$ cat config.mk
export PLATFORM = sky130hd
export DESIGN_NAME = prog_loader
export DESIGN_NICKNAME = d
export VERILOG_FILES = /design/src/rtl/prog_loader_pkg.sv /design/src/rtl/uart_rx_byte.sv /design/src/rtl/prog_loader.sv
export SDC_FILE = /design/constraint.sdc
export NUM_CORES = 1
export LEC_CHECK = 0
export ABC_CLOCK_PERIOD_IN_PS = 2200
export BUFFER_PORTS_ARGS = -buffer_cell sky130_fd_sc_hd__buf_4
export CORE_MARGIN = 2
export CORE_UTILIZATION = 50
export CTS_CLUSTER_SIZE = 24
export DETAILED_ROUTE_END_ITERATION = 12
export PLACE_DENSITY = 0.75
export SYNTH_ARGS = -nofsm -noshare
export SYNTH_HDL_FRONTEND = slang
export SYNTH_SLANG_ARGS = --single-unit
$ cat constraint.sdc
create_clock -name clk -period 2.2 [get_ports clk]
set_input_delay 0 -clock clk [delete_from_list [all_inputs] [get_ports clk]]
set_output_delay 0 -clock clk [all_outputs]
set_load 0.02 [all_outputs]
$ cat src/rtl/prog_loader_pkg.sv
// Shared state encodings and frame constants for the serial program loader.
package prog_loader_pkg;

    localparam int unsigned BITS_PER_BYTE  = 8;
    localparam int unsigned BYTES_PER_WORD = 4;

    typedef enum logic [2:0] {
        CNT_LO,
        CNT_HI,
        DATA,
        CHK,
        DONE,
        ERR
    } state_t;

    typedef enum logic [1:0] {
        RX_IDLE,
        RX_START,
        RX_BITS,
        RX_STOP
    } rx_state_t;

endpackage

$ cat src/rtl/uart_rx_byte.sv
// 8N1 UART byte receiver: double-flop synchroniser, mid-bit sampling, stop-bit check.
module uart_rx_byte
    import prog_loader_pkg::*;
#(
    parameter int unsigned CLK_DIV = 434
) (
    input  logic       clk,
    input  logic       rst,
    input  logic       rx,
    output logic       byte_valid,
    output logic [7:0] byte_data,
    output logic       frame_err
);

    localparam int unsigned CW = $clog2(CLK_DIV);
    localparam logic [CW-1:0] HALF_LAST = CW'(CLK_DIV / 2 - 1);
    localparam logic [CW-1:0] FULL_LAST = CW'(CLK_DIV - 1);

    rx_state_t     state, state_next;
    logic          rx_s1, rx_s2, rx_prev;
    logic [CW-1:0] baud_cnt;
    logic [2:0]    bit_cnt;
    logic [7:0]    shreg;

    always_ff @(posedge clk) begin
        if (rst) state <= RX_IDLE;
        else     state <= state_next;
    end

    always_comb begin
        state_next = state;
        case (state)
            RX_IDLE:  if (rx_prev && !rx_s2) state_next = RX_START;
            // A start bit that is high again at its midpoint was a glitch.
            RX_START: if (baud_cnt == HALF_LAST) state_next = rx_s2 ? RX_IDLE : RX_BITS;
            RX_BITS:  if (baud_cnt == FULL_LAST && bit_cnt == 3'(BITS_PER_BYTE - 1))
                          state_next = RX_STOP;
            RX_STOP:  if (baud_cnt == FULL_LAST) state_next = RX_IDLE;
            default:  state_next = RX_IDLE;
        endcase
    end

    always_ff @(posedge clk) begin
        if (rst) begin
            rx_s1      <= 1'b1;
            rx_s2      <= 1'b1;
            rx_prev    <= 1'b1;
            baud_cnt   <= '0;
            bit_cnt    <= '0;
            shreg      <= '0;
            byte_data  <= '0;
            byte_valid <= 1'b0;
            frame_err  <= 1'b0;
        end else begin
            rx_s1      <= rx;
            rx_s2      <= rx_s1;
            rx_prev    <= rx_s2;
            byte_valid <= 1'b0;
            frame_err  <= 1'b0;
            if (state != state_next || baud_cnt == FULL_LAST) baud_cnt <= '0;
            else                                              baud_cnt <= baud_cnt + 1'b1;
            case (state)
                RX_BITS: if (baud_cnt == FULL_LAST) begin
                    shreg   <= {rx_s2, shreg[7:1]};
                    bit_cnt <= bit_cnt + 1'b1;
                end
                RX_STOP: if (baud_cnt == FULL_LAST) begin
                    if (rx_s2) begin
                        byte_valid <= 1'b1;
                        byte_data  <= shreg;
                    end else begin
                        frame_err  <= 1'b1;
                    end
                end
                default: bit_cnt <= '0;
            endcase
        end
    end

endmodule

$ cat src/rtl/prog_loader.sv
// Serial program loader: UART image -> instruction-memory writes, holds the core until done.
// Optional trailing XOR checksum byte enabled by defining PROG_LOADER_CHECKSUM_EN.
module prog_loader
    import prog_loader_pkg::*;
#(
    parameter int unsigned CLK_DIV = 434,
    parameter int unsigned ADDR_W  = 10
) (
    input  logic              clk,
    input  logic              rst,
    input  logic              rx,
    output logic              im_we,
    output logic [ADDR_W-1:0] im_addr,
    output logic [31:0]       im_wdata,
    output logic              cpu_run,
    output logic              busy,
    output logic              err
);

    localparam int unsigned BUF_W    = BITS_PER_BYTE * (BYTES_PER_WORD - 1);
    localparam logic [1:0]  LAST_IDX = 2'(BYTES_PER_WORD - 1);
`ifdef PROG_LOADER_CHECKSUM_EN
    localparam state_t AFTER_DATA = CHK;
`else
    localparam state_t AFTER_DATA = DONE;
`endif

    state_t            state, state_next;
    logic              byte_valid, frame_err;
    logic [7:0]        byte_data;
    logic [7:0]        cnt_lo;
    logic [15:0]       n_words, word_cnt, word_cnt_inc;
    logic [1:0]        byte_idx;
    logic [BUF_W-1:0]  word_buf;
    logic [ADDR_W-1:0] addr_next;
    logic              write_word;
`ifdef PROG_LOADER_CHECKSUM_EN
    logic [7:0]        csum;
`endif

    uart_rx_byte #(.CLK_DIV(CLK_DIV)) u_rx (
        .clk        (clk),
        .rst        (rst),
        .rx         (rx),
        .byte_valid (byte_valid),
        .byte_data  (byte_data),
        .frame_err  (frame_err)
    );

    always_ff @(posedge clk) begin
        if (rst) state <= CNT_LO;
        else     state <= state_next;
    end

    always_comb begin
        state_next   = state;
        write_word   = 1'b0;
        word_cnt_inc = word_cnt + 16'd1;
        case (state)
            CNT_LO: if (frame_err) state_next = ERR;
                    else if (byte_valid) state_next = CNT_HI;
            CNT_HI: if (frame_err) state_next = ERR;
                    else if (byte_valid)
                        state_next = ({byte_data, cnt_lo} == 16'd0) ? AFTER_DATA : DATA;
            DATA:   if (frame_err) state_next = ERR;
                    else if (byte_valid && byte_idx == LAST_IDX) begin
                        write_word = 1'b1;
                        if (word_cnt_inc == n_words) state_next = AFTER_DATA;
                    end
`ifdef PROG_LOADER_CHECKSUM_EN
            CHK:    if (frame_err) state_next = ERR;
                    else if (byte_valid) state_next = (byte_data == csum) ? DONE : ERR;
`endif
            default: state_next = state;
        endcase
    end

    always_ff @(posedge clk) begin
        if (rst) begin
            im_we     <= 1'b0;
            im_addr   <= '0;
            im_wdata  <= '0;
            cnt_lo    <= '0;
            n_words   <= '0;
            word_cnt  <= '0;
            byte_idx  <= '0;
            word_buf  <= '0;
            addr_next <= '0;
`ifdef PROG_LOADER_CHECKSUM_EN
            csum      <= '0;
`endif
        end else begin
            im_we <= write_word;
            if (byte_valid) begin
                case (state)
                    CNT_LO: cnt_lo  <= byte_data;
                    CNT_HI: n_words <= {byte_data, cnt_lo};
                    DATA: begin
                        byte_idx <= byte_idx + 1'b1;
                        // First byte of a word ends up in the lowest lane.
                        word_buf <= {byte_data, word_buf[BUF_W-1:BITS_PER_BYTE]};
                    end
                    default: ;
                endcase
`ifdef PROG_LOADER_CHECKSUM_EN
                if (state inside {CNT_LO, CNT_HI, DATA}) csum <= csum ^ byte_data;
`endif
            end
            if (write_word) begin
                im_wdata  <= {byte_data, word_buf};
                im_addr   <= addr_next;
                addr_next <= addr_next + ADDR_W'(4);
                word_cnt  <= word_cnt_inc;
            end
        end
    end

    assign cpu_run = (state == DONE);
    assign err     = (state == ERR);
    assign busy    = (state inside {CNT_HI, DATA, CHK});

endmodule
Yosys cells after proc, flatten, opt, wreduce, memory -nomap -nowiden. Cells that the tools add are included.

$add $sub $neg: 5. Bitwise gates (word level): 2. Mux-type cells: 22. Equality and inequality tests: 19. Reduce and logical (&&, ||, !) cells: 19.

Operators with widths (count): 3-bit two-way mux (9); 16-bit by 1-bit adder with 16-bit output, second input constant (1); 16-bit equality test (1); 16-bit logical NOT (1); 10-bit by 3-bit adder with 10-bit output, second input constant (1); 2-bit two-way mux (5); 2-bit AND reduction (5); 9-bit by 1-bit adder with 9-bit output, second input constant (1); 3-bit equality test, second input constant (3); 9-bit by 8-bit equality test with 1-bit output, second input constant (1); 9-bit equality test, second input constant (1); 3-bit one-hot mux with 3 select lines (1); 2-bit one-hot mux with 4 select lines (1); 2-bit equality test, second input constant (3); 3-bit by 2-bit equality test with 1-bit output, second input constant (2); 3-bit by 1-bit inequality test with 1-bit output, second input constant (2); 3-bit by 2-bit inequality test with 1-bit output, second input constant (2); 3-bit one-hot mux with 2 select lines (1); 3-bit nonzero test (2); 1-bit two-way mux (5); 5-bit AND reduction (1); 3-bit by 1-bit adder with 3-bit output, second input constant (1); 3-bit by 1-bit equality test with 1-bit output, second input constant (1); 1-bit logical AND (3); other kinds (12) (13).

Input port bits: 3. Register bits after elaboration: 157.

Logic depth before layout (Yosys ltp). Gate-level depths: netlist of run 1.

Word-level depth: 7. Mapped depth: 9.

Cells and area by module. A second synthesis of run 1 with hierarchy kept.

Cell total of the unflattened synthesis: 814. Area total of the unflattened synthesis: 6578.8 um2.

By module, submodules not included: prog_loader (seq. area each 2362.3 um2, area an instance 4966.0 um2, cells each 637, times used 1); uart_rx_byte (seq. area each 700.7 um2, area an instance 1612.8 um2, cells each 177, times used 1).

Least setup slack after synthesis of run 1. No wires, ideal clock.

Kind: flip-flop to flip-flop. Start point: register u_rx.baud_cnt[0]. End point: register u_rx.baud_cnt[2]. Stages on the path, launching flop included: 9. Data arrival time: 1.775 ns. Required time: 2.063 ns. Clock period less this slack: 1.912 ns. Library setup time: 0.137 ns. Slack: 0.288 ns. Cells stage by stage: dfxtp_1 ha_1 nand4b_1 nor2_1 and3_1 clkbuf_1 a311oi_1 o31ai_2 nor2_1.

Cells in the longest elaborated chain, start to end: 7.

Ends and longest elaborated chain: start, declared (line uart_rx_byte.sv:21) `logic [CW-1:0] baud_cnt;`; start signal, assigned (line uart_rx_byte.sv:61) `else baud_cnt <= baud_cnt + 1'b1;`; 9-bit equality test (line uart_rx_byte.sv:36, uart_rx_byte.sv:38, uart_rx_byte.sv:60); 1-bit logical AND (line uart_rx_byte.sv:36) `RX_BITS: if (baud_cnt == FULL_LAST && bit_cnt == 3'(BITS_PER_BYTE - 1))`; 2-bit two-way mux (line uart_rx_byte.sv:36); 2-bit one-hot mux with 4 select lines (line uart_rx_byte.sv:32) `case (state)`; 2-bit inequality test (line uart_rx_byte.sv:60) `if (state != state_next || baud_cnt == FULL_LAST) baud_cnt <= '0;`; 1-bit logical OR (line uart_rx_byte.sv:60); 2-bit OR reduction (no line).

Parallel ways exist; a longest one is shown, timed or not. A chain may end at the register's enable or synchronous reset.

Worst setup path after layout of run 1.
Start point: register word_cnt[9]. End point: register state[2].

Cells in the longest elaborated chain, start to end: 4.

Ends and longest elaborated chain: start, declared (line prog_loader.sv:32) `logic [15:0] n_words, word_cnt, word_cnt_inc;`; start signal, assigned (line prog_loader.sv:113) `word_cnt <= word_cnt_inc;`; 16-bit by 1-bit adder with 16-bit output (line prog_loader.sv:58) `word_cnt_inc = word_cnt + 16'd1;`; 16-bit equality test (line prog_loader.sv:68) `if (word_cnt_inc == n_words) state_next = AFTER_DATA;`; 3-bit by 2-bit inequality test with 1-bit output (no line); 5-bit AND reduction (no line); end signal, assigned (line prog_loader.sv:52) `else state <= state_next;`; end, declared (line prog_loader.sv:28) `state_t state, state_next;`.

No other way between the ends.

==> flow_metrics.env, run 1 <==
export IMPL_timing_critical_path_to_type="register"
export IMPL_grt_overflow_total=0
export IMPL_layout_commonest_cell="sky130_fd_sc_hd__nand2_1"
export IMPL_actual_slew_at_the_worst_max_slew_pin_ns=0.560
export IMPL_antenna_found_initial=0
export IMPL_leakagePower_nw=2.68
export IMPL_worst_setup_path_start_kind="register"
export IMPL_p_comb_share_pct=1.4
export IMPL_synth_compound_area_share_pct=12.2
export IMPL_ordered_cell_list_for_the_critical_path="nand3_1 -> or3_1 -> a21boi_0 -> a2111oi_1 -> and4bb_1 -> o41a_1"
export IMPL_syn_area_um2=6310
export IMPL_post_route_skew_ns=0.00516
export IMPL_post_cts_repair_setup_buffers=0
export IMPL_reg_to_reg_critical_path_startpoint="word_cnt[9]"
export IMPL_drt_antenna_violating_nets=0
export IMPL_slew_violations=0
export IMPL_final_cell_mix="sky130_fd_sc_hd__nand2_1 (221), sky130_fd_sc_hd__dfxtp_1 (152), sky130_fd_sc_hd__a21oi_1 (113), sky130_fd_sc_hd__buf_4 (65), sky130_fd_sc_hd__nor2_1 (58)"
export IMPL_setup_viol=0
export IMPL_clock_tree_root_cell="sky130_fd_sc_hd__clkbuf_16"
export IMPL_area_occupied_by_multi_input_gates_um2=3020
export IMPL_fmaxAchievable_mhz=497
export IMPL_synth_cells=788
export IMPL_drc=0
export IMPL_total_power_mw=5.90
export IMPL_cpMaxStageDelayCell="sky130_fd_sc_hd__dfxtp_1"
export IMPL_arrival_time_of_the_worst_setup_path_ns=2.33
export IMPL_design_final_nets=837
export IMPL_final_setup_worst_slack_ns=0.187
export IMPL_max_slew_margin_rel_pct=62.7
export IMPL_critPathMaxStageDelay_ns=0.52
export IMPL_power_density_nw_per_um2=786
export IMPL_worst_r2r_setup_slack_ns=0.19
export IMPL_wirelength_mm=13.6
export IMPL_pre_cts_ws_ns=0.162
export IMPL_numPortBuffers=46
export IMPL_grt_first_pass_wirelength_mm=22.6
export IMPL_yosys_top_cells_area="sky130_fd_sc_hd__dfxtp_1 (49%), sky130_fd_sc_hd__nand2_1 (13%), sky130_fd_sc_hd__a21oi_1 (9.0%)"
export IMPL_die_span_y_um=116
export IMPL_yosys_warnings=0
export IMPL_layout_area_overhead_vs_synth_pct=18.9
export IMPL_synthXorXnorAreaFrac_pct=6.52
export IMPL_cts_buffers_inserted=17
export IMPL_drive_above_1_share_pct=13.3
export IMPL_number_of_global_route_vias_before_repair=4756
export IMPL_timing_critical_path_from="word_cnt[9]"
export IMPL_die_area_um2=13500
export IMPL_timing_max_cap_violations=0
export IMPL_tritoncts_clock_tree="built"
export IMPL_switching_share_pct=21.9
export IMPL_grt_setup_unrepaired="no"
export IMPL_hpwlAfterDp_mm=8.78
export IMPL_max_clock_path_buffers=2
export IMPL_worstSetupPathType="register to register"
export IMPL_post_route_period_util_pct=91.5
export IMPL_layout_area_seq_um2=3060
export IMPL_vias=5288
export IMPL_antenna_cells_inserted=0
export IMPL_hold_viol_final=0
export IMPL_number_of_flip_flops_and_latches_in_the_synthesized_netlist=153
export IMPL_initialDrtViolationCount=354
export IMPL_routed_wire_length_per_instance_um=13.5
export IMPL_fin_tns_setup_ns=0
export IMPL_clk_insertion_delay_late_ns=0.43
export IMPL_io_pins=49
export IMPL_drt_first_pass_iters=5
export IMPL_synth_enable_flop_cells=0
export IMPL_ir_drop_worst_case_vdd_uv=690
export IMPL_synth_simple_gate_area_share_pct=26.3
export IMPL_p_sw_mw=1.29
export IMPL_hold_path_startpoint="rst"
export IMPL_numClockSinks=153
export IMPL_kind_of_path_behind_the_tightest_hold_check="primary input to register"
export IMPL_finalWeightedCongestion=0.861
export IMPL_synthDominantAreaCellType="sky130_fd_sc_hd__dfxtp_1"
export IMPL_critical_path_peak_fanout=9
export IMPL_die_w_um=116
export IMPL_synth_top_family_by_area="simple AND/OR/NAND/NOR gates"
export IMPL_grt_start_max_net_pins=80
export IMPL_yosys_area_top_type_share_pct=48.5
export IMPL_critical_path_top_delay_family="simple AND/OR/NAND/NOR gates"
export IMPL_synth_async_sr_flop_share_pct=0
export IMPL_run_status="finished, final reports clean"
export IMPL_final_fill_count=1090
export IMPL_post_synth_fa_ha_maj_area_fraction_pct=1.59
export IMPL_synth_seq_area_share_pct=48.5
export IMPL_power_report_internal_total_mw=4.61
export IMPL_period_minus_slack_ns=2.01
export IMPL_yosys_mux_area_fraction_pct=0.813
export IMPL_row_count=41
export IMPL_clk_pin_slew_worst_paths_ns=0.06
export IMPL_clock_power_share_pct=51.3
export IMPL_gr_usage_all_layers_pct=21.2
export IMPL_post_drt_via_cell_ratio=5.23
export IMPL_initial_utilization_pct=50.6
export IMPL_synth_ff_type="sky130_fd_sc_hd__dfxtp_1"
export IMPL_syn_mean_instance_area_um2=8.01
export IMPL_synth_distinct_cells=52
export IMPL_maximum_level_of_the_cts_h_tree=4
export IMPL_seq_power_share_pct=47.2
export IMPL_crit_buf_inv=0
export IMPL_core_area_um2=12500
export IMPL_crit_required_ns=2.51
==> cell families (layout without fill, tap and decap cells) <==
family / after synthesis / in the layout
buf+inv: 61 / 111
simple gates: 374 / 374
fa+ha+maj: 8 / 8
flops: 153 / 153
xor+xnor: 47 / 47
compound gates: 139 / 139
other cells: 1 / 2
mux: 5 / 5
==> path summary, 6_finish.rpt <==
| kind | endpoint | cells after the start |
|---|---|---|
| setup / recovery | state[2] | 6 |
| hold / removal | u_rx.state[1] | 3 |
| setup reg to reg | state[2] | 6 |
| hold reg to reg | u_rx.rx_s2 | 1 |
==> per-stage QoR <==
step                hold slack, ns  cell area (um^2)  util, %  instances
floorplan                    0.104              6320        -        789
finish                       0.335              7500     60.2       1011
global placement             0.192              6850     54.9        976
global route                 0.346              7500     60.2       1011
detailed placement           0.193              6850     54.9        976
CTS                          0.317              7490     60.1       1011
==> what timing repair did <==
action / 4_1_cts / 5_1_grt
hold buffers: 3 / 0
endpoints found under the hold margin: 6 / 0
setup endpoints to repair: 0 / 11
gates resized for setup: 0 / 3
==> cell usage after synthesis, types with 2 or more instances <==
master                       n
sky130_fd_sc_hd__a21oi_1   113
sky130_fd_sc_hd__nand4_1    13
sky130_fd_sc_hd__or2_2       2
sky130_fd_sc_hd__mux2i_1     4
sky130_fd_sc_hd__o41a_1      2
sky130_fd_sc_hd__buf_1       2
sky130_fd_sc_hd__nand2_1   221
sky130_fd_sc_hd__nand2b_1    6
sky130_fd_sc_hd__xnor2_1    24
sky130_fd_sc_hd__nand4b_1    2
sky130_fd_sc_hd__a21boi_0    2
sky130_fd_sc_hd__xor2_1     23
sky130_fd_sc_hd__buf_2      12
sky130_fd_sc_hd__nor3_1      8
sky130_fd_sc_hd__and3_1      9
sky130_fd_sc_hd__inv_1       9
sky130_fd_sc_hd__clkbuf_1   35
sky130_fd_sc_hd__a31oi_1     3
sky130_fd_sc_hd__a211oi_1    2
sky130_fd_sc_hd__nor2_1     58
sky130_fd_sc_hd__or3_1       5
sky130_fd_sc_hd__buf_4       3
sky130_fd_sc_hd__nand3_1    26
sky130_fd_sc_hd__and2_1      2
sky130_fd_sc_hd__and4_1      3
sky130_fd_sc_hd__dfxtp_1   153
sky130_fd_sc_hd__nor4_1      8
sky130_fd_sc_hd__o21ai_0     7
sky130_fd_sc_hd__ha_1        8
==> tightest hold or removal path: stages <==
cell and delay, ns:
sky130_fd_sc_hd__dlygate4sd3_1 0.53, sky130_fd_sc_hd__buf_4 0.14, sky130_fd_sc_hd__nor2_1 0.05
==> power by group through the flow <==
stage	combinational (mW)	sequential, mW	clock (mW)
finish	0.0850	2.79	3.03
global placement	0.0804	2.85	0
CTS	0.0839	2.79	3.06
global route	0.0951	2.79	3.18
detailed placement	0.0801	2.85	0
floorplan	0.0603	2.85	0
==> routing by layer <==
layer,track usage [%],vias up,wire length [um]
li1,-,2704,-
met1,29.4,2473,6620
met2,32.4,96,6240
met3,4.72,15,527
met4,8.10,0,216
met5,0,-,0
==> cell type report <==
| type | instances | area share (%) |
|---|---|---|
| flip-flops and latches | 153 | 40.8 |
| multi-input cells | 575 | 40.2 |
| repair buffers | 70 | 7.44 |
| clock buffers | 17 | 5.67 |
| well taps | 172 | 2.87 |
| clock inverters | 15 | 2.57 |
| inverters | 9 | 0.450 |
==> registers in the layout (all words and copies together), names as in the netlist, 2 cells and up <==
signal / flops
im_wdata: 32
word_buf: 24
n_words: 16
word_cnt: 16
u_rx.baud_cnt: 9
addr_next: 8
cnt_lo: 8
im_addr: 8
u_rx.byte_data: 8
u_rx.shreg: 8
state: 3
u_rx.bit_cnt: 3
byte_idx: 2
u_rx.state: 2
No activity file was read; power rests on OpenSTA's default activity.
==> run 2: changes to the inputs <==
--- a/config.mk
+++ b/config.mk
@@ -14,4 +14,5 @@
 export PLACE_DENSITY = 0.75
 export SYNTH_ARGS = -nofsm -noshare
 export SYNTH_HDL_FRONTEND = slang
+export SYNTH_HIERARCHICAL = 1
 export SYNTH_SLANG_ARGS = --single-unit
==> run 2 against run 1 <==
Net effect: global-route usage up 1.3 points; final area up 5.9%; clock-buffer cell count up 3; largest power group unchanged; utilization up 2.3 points.
==> flow_metrics.env, run 2 <==
export IMPL_worst_r2r_setup_slack_ns=0.03
export IMPL_syn_area_um2=6580
export IMPL_leakagePower_nw=2.79
export IMPL_post_drt_via_cell_ratio=5.58
export IMPL_worstHoldPathCells=3
export IMPL_postPlaceCellArea_um2=7200
export IMPL_initialDrtViolationCount=459
export IMPL_tritoncts_clock_tree="built"
export IMPL_switching_share_pct=21.0
export IMPL_die_span_y_um=119
export IMPL_final_setup_worst_slack_ns=0.0338
export IMPL_drive_above_1_share_pct=17.4
export IMPL_maximum_level_of_the_cts_h_tree=4
export IMPL_vias=5851
export IMPL_reg_to_reg_critical_path_startpoint="word_cnt[0]"
export IMPL_kind_of_path_behind_the_tightest_hold_check="primary input to register"
export IMPL_largest_register_ffs=32
export IMPL_synth_seq_area_share_pct=46.6
export IMPL_numPortBuffers=46
export IMPL_grt_first_pass_wirelength_mm=26.0
export IMPL_synth_top_cells_by_count="sky130_fd_sc_hd__nand2_1 (203), sky130_fd_sc_hd__dfxtp_1 (153), sky130_fd_sc_hd__a21oi_1 (121), sky130_fd_sc_hd__clkbuf_1 (43)"
export IMPL_timing_max_cap_violations=0
export IMPL_total_power_mw=5.70
export IMPL_dpl_cell_count=1008
export IMPL_grt_overflow_total=0
export IMPL_io_pins=49
export IMPL_hpwlAfterDp_mm=9.88
export IMPL_arrival_time_of_the_worst_setup_path_ns=2.51
export IMPL_power_density_nw_per_um2=717
export IMPL_yosys_area_top_type_share_pct=46.6
export IMPL_layoutNonFillerInstCount=1048
export IMPL_ir_drop_worst_case_vdd_uv=743
export IMPL_crit_required_ns=2.55
export IMPL_row_count=41
export IMPL_fmaxAchievable_mhz=462
export IMPL_initial_utilization_pct=51.7
export IMPL_timing_critical_path_to_type="register"
export IMPL_synth_async_sr_flop_share_pct=0
export IMPL_synth_ff_type="sky130_fd_sc_hd__dfxtp_1"
export IMPL_fin_util_pct=62.5
export IMPL_synth_enable_flop_cells=0
export IMPL_actual_slew_at_the_worst_max_slew_pin_ns=0.571
export IMPL_synth_cells=814
export IMPL_pre_cts_ws_ns=-0.0420
export IMPL_die_w_um=119
export IMPL_p_comb_share_pct=1.6
export IMPL_hold_viol_final=0
export IMPL_post_route_skew_ns=0.00594
export IMPL_syn_mean_instance_area_um2=8.08
export IMPL_drt_antenna_violating_nets=0
export IMPL_max_clock_path_buffers=2
export IMPL_finalWeightedCongestion=0.870
export IMPL_synthDominantAreaCellType="sky130_fd_sc_hd__dfxtp_1"
export IMPL_clk_insertion_delay_late_ns=0.42
export IMPL_cts_buffers_inserted=17
export IMPL_final_cell_mix="sky130_fd_sc_hd__nand2_1 (203), sky130_fd_sc_hd__dfxtp_1 (148), sky130_fd_sc_hd__a21oi_1 (120), sky130_fd_sc_hd__buf_4 (88)"
export IMPL_antenna_found_initial=0
export IMPL_layout_area_overhead_vs_synth_pct=20.8
export IMPL_clock_power_share_pct=49.5
export IMPL_synth_distinct_cells=61
export IMPL_largest_registers="im_wdata (32), word_buf (24)"
export IMPL_yosys_cell_count_top_type="sky130_fd_sc_hd__nand2_1"
export IMPL_numClockSinks=153
export IMPL_wirelength_mm=15.6
export IMPL_design_area_um2=7950
export IMPL_yosys_warnings=6
export IMPL_core_area_um2=12700
export IMPL_max_slew_margin_rel_pct=61.9
export IMPL_gr_usage_all_layers_pct=22.5
export IMPL_layout_commonest_cell="sky130_fd_sc_hd__nand2_1"
export IMPL_drc=0
export IMPL_p_sw_mw=1.20
export IMPL_routed_wire_length_per_instance_um=14.9
export IMPL_fin_tns_setup_ns=0
export IMPL_critical_path_peak_fanout=5
export IMPL_design_final_nets=875
export IMPL_number_of_global_route_vias_before_repair=5359
export IMPL_hold_slack_ns=0.311
export IMPL_setup_viol=0
export IMPL_slew_violations=0
export IMPL_worst_setup_path_start_kind="register"
export IMPL_reg2reg_to="state[1]"
export IMPL_r2r_cells=10
export IMPL_hold_path_startpoint="rx"
export IMPL_period_minus_slack_ns=2.17
export IMPL_power_report_internal_total_mw=4.50
export IMPL_number_of_flip_flops_and_latches_in_the_synthesized_netlist=153
export IMPL_worstSetupPathType="register to register"
export IMPL_grt_start_max_net_pins=69
export IMPL_regMostFlops="im_wdata"
export IMPL_post_route_period_util_pct=98.5
export IMPL_run_status="finished, final reports clean"
export IMPL_hold_end="u_rx/rx_s1"
export IMPL_clk_pin_slew_worst_paths_ns=0.06
export IMPL_yosys_top_cells_area="sky130_fd_sc_hd__dfxtp_1 (47%), sky130_fd_sc_hd__nand2_1 (12%), sky130_fd_sc_hd__a21oi_1 (9.2%)"
export IMPL_clock_tree_root_cell="sky130_fd_sc_hd__clkbuf_16"
export IMPL_drt_first_pass_iters=5
export IMPL_antenna_cells_inserted=0
export IMPL_grt_setup_unrepaired="yes"
export IMPL_seq_power_share_pct=48.9
export IMPL_die_area_um2=14100
run 2: cell families (layout without fill, tap and decap cells):
family,after synthesis,count (layout),synth area share (%)
xor gates and xnor gates,37,37,4.93
DFF,153,153,46.6
AOI/OAI and AO/OA,179,179,15.7
adders and majority gates,8,8,1.52
muxes,2,2,0.304
and+or+nand+nor,365,365,26.5
buffers and inverters,69,130,4.45
other,1,2,0.0570
run 2: how the worst max path moves through the flow:
| stage | start | endpoint | slack, ns |
|---|---|---|---|
| final | word_cnt[0] | state[1] | 0.03 |
| after global routing | word_cnt[1] | state[2] | -0.11 |
| after CTS | word_cnt[1] | state[0] | 0.006 |
| after detailed placement | word_cnt[1] | state[0] | -0.04 |
| after global placement | word_cnt[1] | state[0] | 0.01 |
| after floorplan | word_cnt[1] | state[0] | 0.03 |
run 2: worst max-delay path, cell delays in order (launching register included):
cell and delay [ns]:
sky130_fd_sc_hd__dfxtp_2 0.35, sky130_fd_sc_hd__buf_4 0.15, sky130_fd_sc_hd__and4_4 0.23, sky130_fd_sc_hd__buf_4 0.12
sky130_fd_sc_hd__nand4_1 0.16, sky130_fd_sc_hd__buf_4 0.21, sky130_fd_sc_hd__mux2i_1 0.13, sky130_fd_sc_hd__a211oi_2 0.21
sky130_fd_sc_hd__o22ai_2 0.15, sky130_fd_sc_hd__a21oi_2 0.19, sky130_fd_sc_hd__mux2i_1 0.20
run 2: power groups by stage:
| stage | logic [mW] | clock network (mW) | registers [mW] |
|---|---|---|---|
| 2_1_floorplan | 0.0748 | 0 | 2.84 |
| 3_3_place_gp | 0.0879 | 0 | 2.85 |
| 3_5_place_dp | 0.0883 | 0 | 2.85 |
| 4_1_cts | 0.0909 | 2.85 | 2.79 |
| 5_1_grt | 0.101 | 2.98 | 2.79 |
| 6_report | 0.0904 | 2.82 | 2.79 |
run 2: what timing repair did:
action | 4_1_cts | 5_1_grt
buffers inserted | 0 | 7
hold buffers | 2 | 0
hold endpoints to repair | 17 | 0
pin swaps | 5 | 13
setup endpoints to repair | 3 | 5
gates resized for setup | 5 | 18
run 2: routing by layer:
metal / wire [um] / GRT usage, % / up-vias
li1: - / - / 2917
met1: 7110 / 30.1 / 2751
met2: 7570 / 36.1 / 162
met3: 738 / 4.54 / 21
met4: 231 / 7.81 / 0
met5: 0 / 0 / -
run 2: layout make-up:
cell class	instances	area [um^2]
sequential	153	3070
clock inverter	11	121
clock buffer	20	447
tap	172	215
multi-input combinational	593	3340
fill	1125	4780
timing repair buffer	93	732
inverter	6	22.5
